`src/rtl/pgm_mem_reader_pkg.sv`:
```
// Shared types and constants for the RAM read-back engine.
// Imported by the interface, the engine and its bench.
package pgm_mem_reader_pkg;

   typedef enum logic [2:0] {
      ST_IDLE,
      ST_SETUP,
      ST_WAIT,
      ST_CAPTURE,
      ST_DRAIN,
      ST_DONE
   } state_e;

   localparam int   DEFAULT_DEPTH   = 1024;
   localparam int   DEFAULT_RD_WAIT = 2;

   // Write strobe is active low; this engine only ever parks it inactive.
   localparam logic WRITE_IDLE = 1'b1;

   // Width of a counter holding 0..n-1 (at least one bit).
   function automatic int cnt_width(input int n);
      return (n < 2) ? 1 : $clog2(n);
   endfunction

endpackage

```
`src/rtl/pgm_mem_reader_if.sv`:
```
// RAM bus plus captured-word stream of the read-back engine.
// master = the engine, slave = RAM model and downstream consumer.
interface pgm_mem_reader_if #(
   parameter int ADDR_W = 32,
   parameter int DATA_W = 32
);
   logic [ADDR_W-1:0] mem_addr;
   logic [DATA_W-1:0] mem_data;
   logic              mem_read;
   logic              mem_write_n;
   logic              mem_oe;

   logic              out_valid;
   logic              out_ready;
   logic [DATA_W-1:0] out_data;
   logic [ADDR_W-1:0] out_addr;

   modport master (
      output mem_addr, mem_read, mem_write_n, mem_oe,
      output out_valid, out_data, out_addr,
      input  mem_data, out_ready
   );

   modport slave (
      input  mem_addr, mem_read, mem_write_n, mem_oe,
      input  out_valid, out_data, out_addr,
      output mem_data, out_ready
   );

endinterface

```
`src/rtl/pgm_mem_reader.sv`:
```
// Walks a window of RAM words and streams each one out with its address.
// One-entry holding register lets the next read overlap a stalled consumer.
module pgm_mem_reader
   import pgm_mem_reader_pkg::*;
#(
   parameter int ADDR_W  = 32,
   parameter int DATA_W  = 32,
   parameter int DEPTH   = DEFAULT_DEPTH,
   parameter int RD_WAIT = DEFAULT_RD_WAIT
) (
   input  logic              clk,
   input  logic              reset_n,
   input  logic              start,
   input  logic              abort,
   input  logic [ADDR_W-1:0] base_addr,
   input  logic [ADDR_W-1:0] word_count,
   output logic              busy,
   output logic              done,
   pgm_mem_reader_if.master  bus
);

   localparam int                WCW       = cnt_width(RD_WAIT);
   localparam logic [WCW-1:0]    WAIT_LAST = WCW'(RD_WAIT - 1);
   localparam logic [ADDR_W-1:0] ADDR_MASK = ADDR_W'(DEPTH - 1);
   localparam logic [ADDR_W-1:0] ONE       = ADDR_W'(1);

   state_e            state, state_nxt;
   logic [ADDR_W-1:0] cur_addr;
   logic [ADDR_W-1:0] remaining;
   logic [WCW-1:0]    wait_cnt;
   logic [DATA_W-1:0] capture_q;
   logic              out_valid_q;
   logic [DATA_W-1:0] out_data_q;
   logic [ADDR_W-1:0] out_addr_q;

   logic              accept_start;
   logic              load_beat;
   logic              capture_en;
   logic              take_beat;
   logic              slot_free;
   logic              wait_last;
   logic              rd_phase;

   // NOTE: state and datapath use <= so every flop sees pre-edge values.
   always_ff @(posedge clk or negedge reset_n) begin
      if (!reset_n) state <= ST_IDLE;
      else          state <= state_nxt;
   end

   always_comb begin
      // NOTE: every signal gets a default first so no path infers a latch.
      state_nxt    = state;
      accept_start = 1'b0;
      load_beat    = 1'b0;
      capture_en   = 1'b0;
      take_beat    = out_valid_q && bus.out_ready;
      slot_free    = !out_valid_q || bus.out_ready;
      wait_last    = (wait_cnt == WAIT_LAST);

      unique case (state)
         ST_IDLE: begin
            if (start) begin
               accept_start = 1'b1;
               state_nxt    = (word_count == '0) ? ST_DONE : ST_SETUP;
            end
         end
         ST_SETUP: state_nxt = ST_WAIT;
         ST_WAIT: begin
            if (wait_last) begin
               capture_en = 1'b1;
               state_nxt  = ST_CAPTURE;
            end
         end
         ST_CAPTURE: begin
            if (slot_free) begin
               load_beat = 1'b1;
               state_nxt = (remaining == ONE) ? ST_DRAIN : ST_SETUP;
            end
         end
         ST_DRAIN: begin
            if (slot_free) state_nxt = ST_DONE;
         end
         ST_DONE:  state_nxt = ST_IDLE;
         default:  state_nxt = ST_IDLE;
      endcase

      // Abort beats everything, including a start in the same cycle.
      if (abort) begin
         state_nxt    = ST_IDLE;
         accept_start = 1'b0;
         load_beat    = 1'b0;
         capture_en   = 1'b0;
      end
   end

   always_ff @(posedge clk or negedge reset_n) begin
      if (!reset_n) begin
         cur_addr    <= '0;
         remaining   <= '0;
         wait_cnt    <= '0;
         capture_q   <= '0;
         out_valid_q <= 1'b0;
         out_data_q  <= '0;
         out_addr_q  <= '0;
      end else if (abort) begin
         cur_addr    <= '0;
         remaining   <= '0;
         wait_cnt    <= '0;
         out_valid_q <= 1'b0;
      end else begin
         if (accept_start) begin
            cur_addr  <= base_addr & ADDR_MASK;
            remaining <= word_count;
         end

         if (state == ST_WAIT && !wait_last) wait_cnt <= wait_cnt + WCW'(1);
         else                                wait_cnt <= '0;

         if (capture_en) capture_q <= bus.mem_data;

         // Loading wins over draining: a handshake in the same cycle frees the slot.
         if (load_beat) begin
            out_data_q  <= capture_q;
            out_addr_q  <= cur_addr;
            out_valid_q <= 1'b1;
            cur_addr    <= (cur_addr + ONE) & ADDR_MASK;
            remaining   <= remaining - ONE;
         end else if (take_beat) begin
            out_valid_q <= 1'b0;
         end
      end
   end

   assign rd_phase        = (state == ST_SETUP) || (state == ST_WAIT);
   assign busy            = (state != ST_IDLE);
   assign done            = (state == ST_DONE);

   assign bus.mem_addr    = cur_addr;
   assign bus.mem_read    = rd_phase;
   assign bus.mem_oe      = rd_phase;
   assign bus.mem_write_n = WRITE_IDLE;
   assign bus.out_valid   = out_valid_q;
   assign bus.out_data    = out_data_q;
   assign bus.out_addr    = out_addr_q;

endmodule

```
`src/flat_wrapper.sv`:
```
// flat-port wrapper written by rule: the top's interface ports become plain ports
module pgm_mem_reader_flat import pgm_mem_reader_pkg::*;
#(
   parameter int ADDR_W  = 32,
   parameter int DATA_W  = 32,
   parameter int DEPTH   = DEFAULT_DEPTH,
   parameter int RD_WAIT = DEFAULT_RD_WAIT
)
  (clk, reset_n, start, abort, base_addr, word_count, busy, done, bus_mem_addr, bus_mem_read, bus_mem_write_n, bus_mem_oe, bus_out_valid, bus_out_data, bus_out_addr, bus_mem_data, bus_out_ready);
  pgm_mem_reader_if #(.ADDR_W(ADDR_W), .DATA_W(DATA_W)) bus_i ();
  input  logic clk;
  input  logic reset_n;
  input  logic start;
  input  logic abort;
  input  logic [ADDR_W-1:0] base_addr;
  input  logic [ADDR_W-1:0] word_count;
  output logic busy;
  output logic done;
  output wire logic [$bits(bus_i.mem_addr)-1:0] bus_mem_addr;
  output wire logic [$bits(bus_i.mem_read)-1:0] bus_mem_read;
  output wire logic [$bits(bus_i.mem_write_n)-1:0] bus_mem_write_n;
  output wire logic [$bits(bus_i.mem_oe)-1:0] bus_mem_oe;
  output wire logic [$bits(bus_i.out_valid)-1:0] bus_out_valid;
  output wire logic [$bits(bus_i.out_data)-1:0] bus_out_data;
  output wire logic [$bits(bus_i.out_addr)-1:0] bus_out_addr;
  input wire logic [$bits(bus_i.mem_data)-1:0] bus_mem_data;
  input wire logic [$bits(bus_i.out_ready)-1:0] bus_out_ready;
  assign bus_mem_addr = bus_i.mem_addr;
  assign bus_mem_read = bus_i.mem_read;
  assign bus_mem_write_n = bus_i.mem_write_n;
  assign bus_mem_oe = bus_i.mem_oe;
  assign bus_out_valid = bus_i.out_valid;
  assign bus_out_data = bus_i.out_data;
  assign bus_out_addr = bus_i.out_addr;
  assign bus_i.mem_data = bus_mem_data;
  assign bus_i.out_ready = bus_out_ready;
  pgm_mem_reader #(.ADDR_W(ADDR_W), .DATA_W(DATA_W), .DEPTH(DEPTH), .RD_WAIT(RD_WAIT)) u_core (.clk(clk), .reset_n(reset_n), .start(start), .abort(abort), .base_addr(base_addr), .word_count(word_count), .busy(busy), .done(done), .bus(bus_i));
endmodule
```
`config.mk`:
```
export PLATFORM = sky130hd
export DESIGN_NAME = pgm_mem_reader_flat
export DESIGN_NICKNAME = d
export VERILOG_FILES = /design/src/rtl/pgm_mem_reader_pkg.sv /design/src/rtl/pgm_mem_reader_if.sv /design/src/rtl/pgm_mem_reader.sv /design/src/flat_wrapper.sv
export SDC_FILE = /design/constraint.sdc
export NUM_CORES = 1
export LEC_CHECK = 0
export CAP_MARGIN = 20
export CORE_MARGIN = 2
export CORE_UTILIZATION = 25
export CTS_CLUSTER_DIAMETER = 30
export DETAILED_ROUTE_END_ITERATION = 16
export GPL_TIMING_DRIVEN = 1
export SETUP_SLACK_MARGIN = 0.5
export SYNTH_ARGS = -nofsm -noshare
export SYNTH_HDL_FRONTEND = slang
export SYNTH_SLANG_ARGS = --single-unit
export TNS_END_PERCENT = 100
```
`constraint.sdc`:
```
create_clock -name clk -period 5.2 [get_ports clk]
set_clock_uncertainty 0.1 [all_clocks]
set_input_delay 1.04 -clock clk [delete_from_list [all_inputs] [get_ports clk]]
set_output_delay 1.04 -clock clk [all_outputs]
set_load 0.03 [all_outputs]
```
# Yosys cells after proc, flatten, opt, wreduce, memory -nomap -nowiden
# Cells that the tools add are included.
# classes
add_sub_neg	3
eq_ne	10
muxes	28
n_reduce_logical	14
bitwise_logic	1
# ops
op	n
$mux W32	6
$eq A32 B1 Y1 const B	1
$logic_not A32 Y1	1
$sub A32 B1 Y32 const B	1
$mux W3	7
$pmux W3 S5	1
$mux W1	14
$add A10 B1 Y10 const B	1
$ne A3 B2 Y1 const B	3
$reduce_bool A3 Y1	3
$eq A3 B2 Y1 const B	2
$eq A3 B3 Y1 const B	2
$reduce_and A2 Y1	2
$reduce_and A4 Y1	1
$eq A3 B1 Y1 const B	1
$logic_not A3 Y1	1
$ne A3 B3 Y1 const B	1
$logic_and A1 B1 Y1	2
$logic_not A1 Y1	2
$logic_or A1 B1 Y1	2
$add A1 B1 Y1 const B	1
$not A1 Y1	1
# word_totals
out_inout_bits	102
input_bits	101
ff_bits	165

# Logic depth before layout (Yosys ltp)
# logic_depth
depth_word	7
depth_mapped	8
ltp_nobuf	7

# Worst setup path after synthesis
# No wires, ideal clock.
# synth_path
path_kind	input to register
startpoint	input port start
endpoint	register u_core.cur_addr[6], in the netlist u_core.bus.mem_addr[6]
n_path_buf	2
cell_stages	7
t_arrival_ns	2.282
path_slack_ns	2.686
path_cell_list	or4b_1 -> clkbuf_1 -> o21ai_1 -> buf_2 -> o21ai_0 -> a221oi_1 -> nor2_1
# synth_between
elab_chain_cells	4
# synth_rtl
item	line_no	source
start, declared	flat_wrapper.sv:13	input logic start;
$mux W1	pgm_mem_reader.sv:62	if (start) begin
$mux W1	pgm_mem_reader.sv:60	unique case (state)
$mux W1	pgm_mem_reader.sv:88	if (abort) begin
$reduce_bool A3 Y1 (no line)	-	
end signal, assigned	pgm_mem_reader.sv:112	cur_addr <= base_addr & ADDR_MASK;
end signal, assigned	pgm_mem_reader.sv:126	cur_addr <= (cur_addr + ONE) & ADDR_MASK;
end, declared	pgm_mem_reader.sv:28	logic [ADDR_W-1:0] cur_addr;
# Every way passes these cells.
# A chain may end at the register's enable or synchronous reset.

# Worst setup path in the final report
# layout_path
startpoint	input port start
endpoint	register u_core.remaining[25]
# layout_between
elab_chain_cells	4
# layout_rtl
item	line_no	source
$mux W1	pgm_mem_reader.sv:62	
$mux W1	pgm_mem_reader.sv:60	
$mux W1	pgm_mem_reader.sv:88	
$reduce_bool A3 Y1 (no line)	-	
end signal, assigned	pgm_mem_reader.sv:113	remaining <= word_count;
end signal, assigned	pgm_mem_reader.sv:127	remaining <= remaining - ONE;
end, declared	pgm_mem_reader.sv:29	logic [ADDR_W-1:0] remaining;
# Every way passes these cells.

==> results.cfg <==
[status]
outcome = finished, final reports clean

[detailed_routing]
routed-via-count = 4869
drt_wl_total_um = 17200
first_pass_iters = 8
wl_per_cell_um = 16.7
ant_nets = 0
drtIter0Drc = 321
routed_via_density = 4.75
drc_errors = 0

[yosys]
synthFlopType = dfrtp_1
avgSynthCellArea_um2 = 10.9
ys_top_cells_by_count = dfrtp_1 (121), mux2_2 (75), buf_4 (46)
ys_async_sr_fraction = 1.00
yosysUniqueCellTypes = 59
syn_area_um2 = 6100
yosys_warnings = 0
yosysTopAreaCellShare = 0.497
ys_seq_elements = 121
yosysSeqAreaShare = 0.497
synth.most_common_cell = dfrtp_1
synth_edf_count = 0
syn_inst = 560
synth_area_leaders = dfrtp_1 (50%), mux2_2 (14%), buf_4 (5.7%)
yosysTopAreaCell = dfrtp_1

[worst_setup_path]
slowest_stage = clkdlybuf4s50_1
path_cells = clkdlybuf4s50_1 > or4b_1 > buf_4 > o21ai_1 > buf_6 > o2111ai_1 > o211ai_1 > o311ai_1
critPathLaunchType = input pin
cpPeakStageDelay_ns = 0.51
worstReg2RegEnd = u_core.bus.out_data[15]
worstPathMaxFanout = 15
cp.required_ns = 5.35
arrival_ns = 3.34
r2r_slack_ns = 2.39
reg2reg_from = u_core.state[1]
rr_worst_depth = 5
critPathCapture = u_core.remaining[25]
critPathKind = in -> reg
critPathCaptureType = register
cp-startpoint = start

[place]
io_buffer_count = 135
gp_congestion = 0.803
dp_hpwl_um = 11800

[pwr]
power_uw = 3050
p_leak_uw = 0.00353
power.density_nw_per_um2 = 372
ir_drop_v = 0.000187

[finish]
n_antenna_cell = 0
seq_area_um2 = 3030
layout-drive-gt1-share = 0.191
fillCellCount = 2485
finalNetCount = 793
syn_to_final_growth_pct = 34.6
multi_input_area_um2 = 2730

[sta]
slew_headroom = 0.308
slew_violations = 0
rsz0062_at_grt = false
final-hold-violation-count = 0
finalSetupViolations = 0
fmax_mhz = 314
fin_crit_ns = 3.19
setup_tns_ns = 0
tightest_slew_ns = 1.04
fin_crit_sh = 0.613

[clock_tree]
worstSkewPairLatency_ns = 0.42
clockBufferDepth = 2
cts_made_buffers = 17
post_cts_buffers = 0
tritoncts = yes
htreeDepth = 4
cts_sinks = 121
cts_root_buffer = clkbuf_16
clk_pin_slew_ns = 0.06
postCtsHoldBufs = 0
cts_resized = 0

[worst_hold_path]
hold_class = reg -> reg

[floorplanning]
initial_core_util = 0.253
chipHeight_um = 160
die_x_um = 160
ios = 203
core_area_um2 = 24100
row_count = 57
die-area_um2 = 25700

[job]
cap_violations = 0

[grt]
grt.total_usage = 0.136
antenna_found_initial = 1
grt_pass1_vias = 4685
grt_max_degree = 62
grt-ovfl-total = 0
grt_pass1_wl_um = 27200
## logic make-up (layout without fill, tap and decap cells)
family / Yosys count / count (layout) / synth area share
XOR/XNOR: 1 / 1 / 0.00144
AO/OA/AOI/OAI: 118 / 118 / 0.128
flip-flops: 121 / 121 / 0.497
AND/OR/NAND/NOR: 155 / 155 / 0.143
other: 2 / 45 / 0.00123
multiplexers: 76 / 76 / 0.140
buffers and inverters: 84 / 183 / 0.0833
adder cells (fa/ha/maj): 3 / 3 / 0.00616
## worst min path at each step
stage                                from         endpoint  slack, ns  cells past startpoint
after floorplan           u_core.wait_cnt  u_core.wait_cnt       0.33                      1
final                     u_core.wait_cnt  u_core.wait_cnt       0.37                      1
after CTS                 u_core.wait_cnt  u_core.wait_cnt       0.37                      1
after global routing      u_core.wait_cnt  u_core.wait_cnt       0.40                      1
after global placement    u_core.wait_cnt  u_core.wait_cnt       0.35                      1
after detailed placement  u_core.wait_cnt  u_core.wait_cnt       0.36                      1
## worst max-delay path: cells and delay by family
kind                   cells  cell delay, ns
AND/OR/NAND/NOR            1            0.44
AO/OA/AOI/OAI              4            0.90
buffers and inverters      3            0.95
## sequential cells by signal, indices dropped and copies added (netlist names)
signal / count
u_core.bus.out_data: 32
u_core.capture_q: 32
u_core.remaining: 32
u_core.bus.mem_addr: 10
u_core.bus.out_addr: 10
u_core.state: 3
u_core.bus.out_valid: 1
u_core.wait_cnt: 1
## layer usage
metal  vias up  routed length, µm  GRT usage
li1       2255                  -          -
met1      2400               7670      0.181
met2       200               7570      0.198
met3        14               1730     0.0600
met4         0                198     0.0418
met5         -                  0          0
## through the flow
| step | util | hold WS [ns] | worst slack, ns | cells | cell area, µm² |
|---|---|---|---|---|---|
| 2_1_floorplan | - | 0.331 | 2.69 | 603 | 6260 |
| 6_report | 0.340 | 0.372 | 2.01 | 1026 | 8210 |
| 5_1_grt | 0.340 | 0.399 | 1.90 | 1026 | 8210 |
| 3_3_place_gp | 0.315 | 0.350 | 1.36 | 992 | 7590 |
| 3_5_place_dp | 0.316 | 0.364 | 1.60 | 994 | 7610 |
| 4_1_cts | 0.340 | 0.372 | 1.96 | 1026 | 8210 |
## cell usage in the layout (no fill, tap or decap), types with 5 or more instances in the layout
master           synthesis  routed
and3_1                   8       8
inv_1                    6       6
o211ai_1                 8       8
dfrtp_1                121     121
clkdlybuf4s50_1          0     133
nand3_1                 13      13
conb_1                   2      45
clkbuf_16                0      17
mux2_2                  75      75
nor2_1                  37      35
nand2_1                 28      28
or3_1                    9       9
o311ai_0                 5       5
a31oi_1                 14      14
a221oi_1                 6       6
o21ai_0                 25      25
inv_6                    0       6
nor4_1                  14      14
or4_1                    6       6
nor3_1                   9       9
buf_4                   46       9
a21oi_1                 27      27
a22oi_1                  6       6
## power by group
| group | switching [µW] | internal [µW] | leakage (µW) | total (µW) |
|---|---|---|---|---|
| clock | 488 | 718 | 0.000285 | 1210 |
| combinational | 410 | 295 | 0.00160 | 705 |
| sequential | 82.5 | 1060 | 0.00165 | 1140 |
| total | 980 | 2070 | 0.00353 | 3050 |
## final cells by class
cell class	instances	share of cell area
timing repair buffer	145	0.174
clock inverter	14	0.0197
inverter	6	0.00274
clock buffer	18	0.0523
multi-input combinational	398	0.333
tap	324	0.0494
sequential	121	0.369
(Power assumes the default switching activity.)
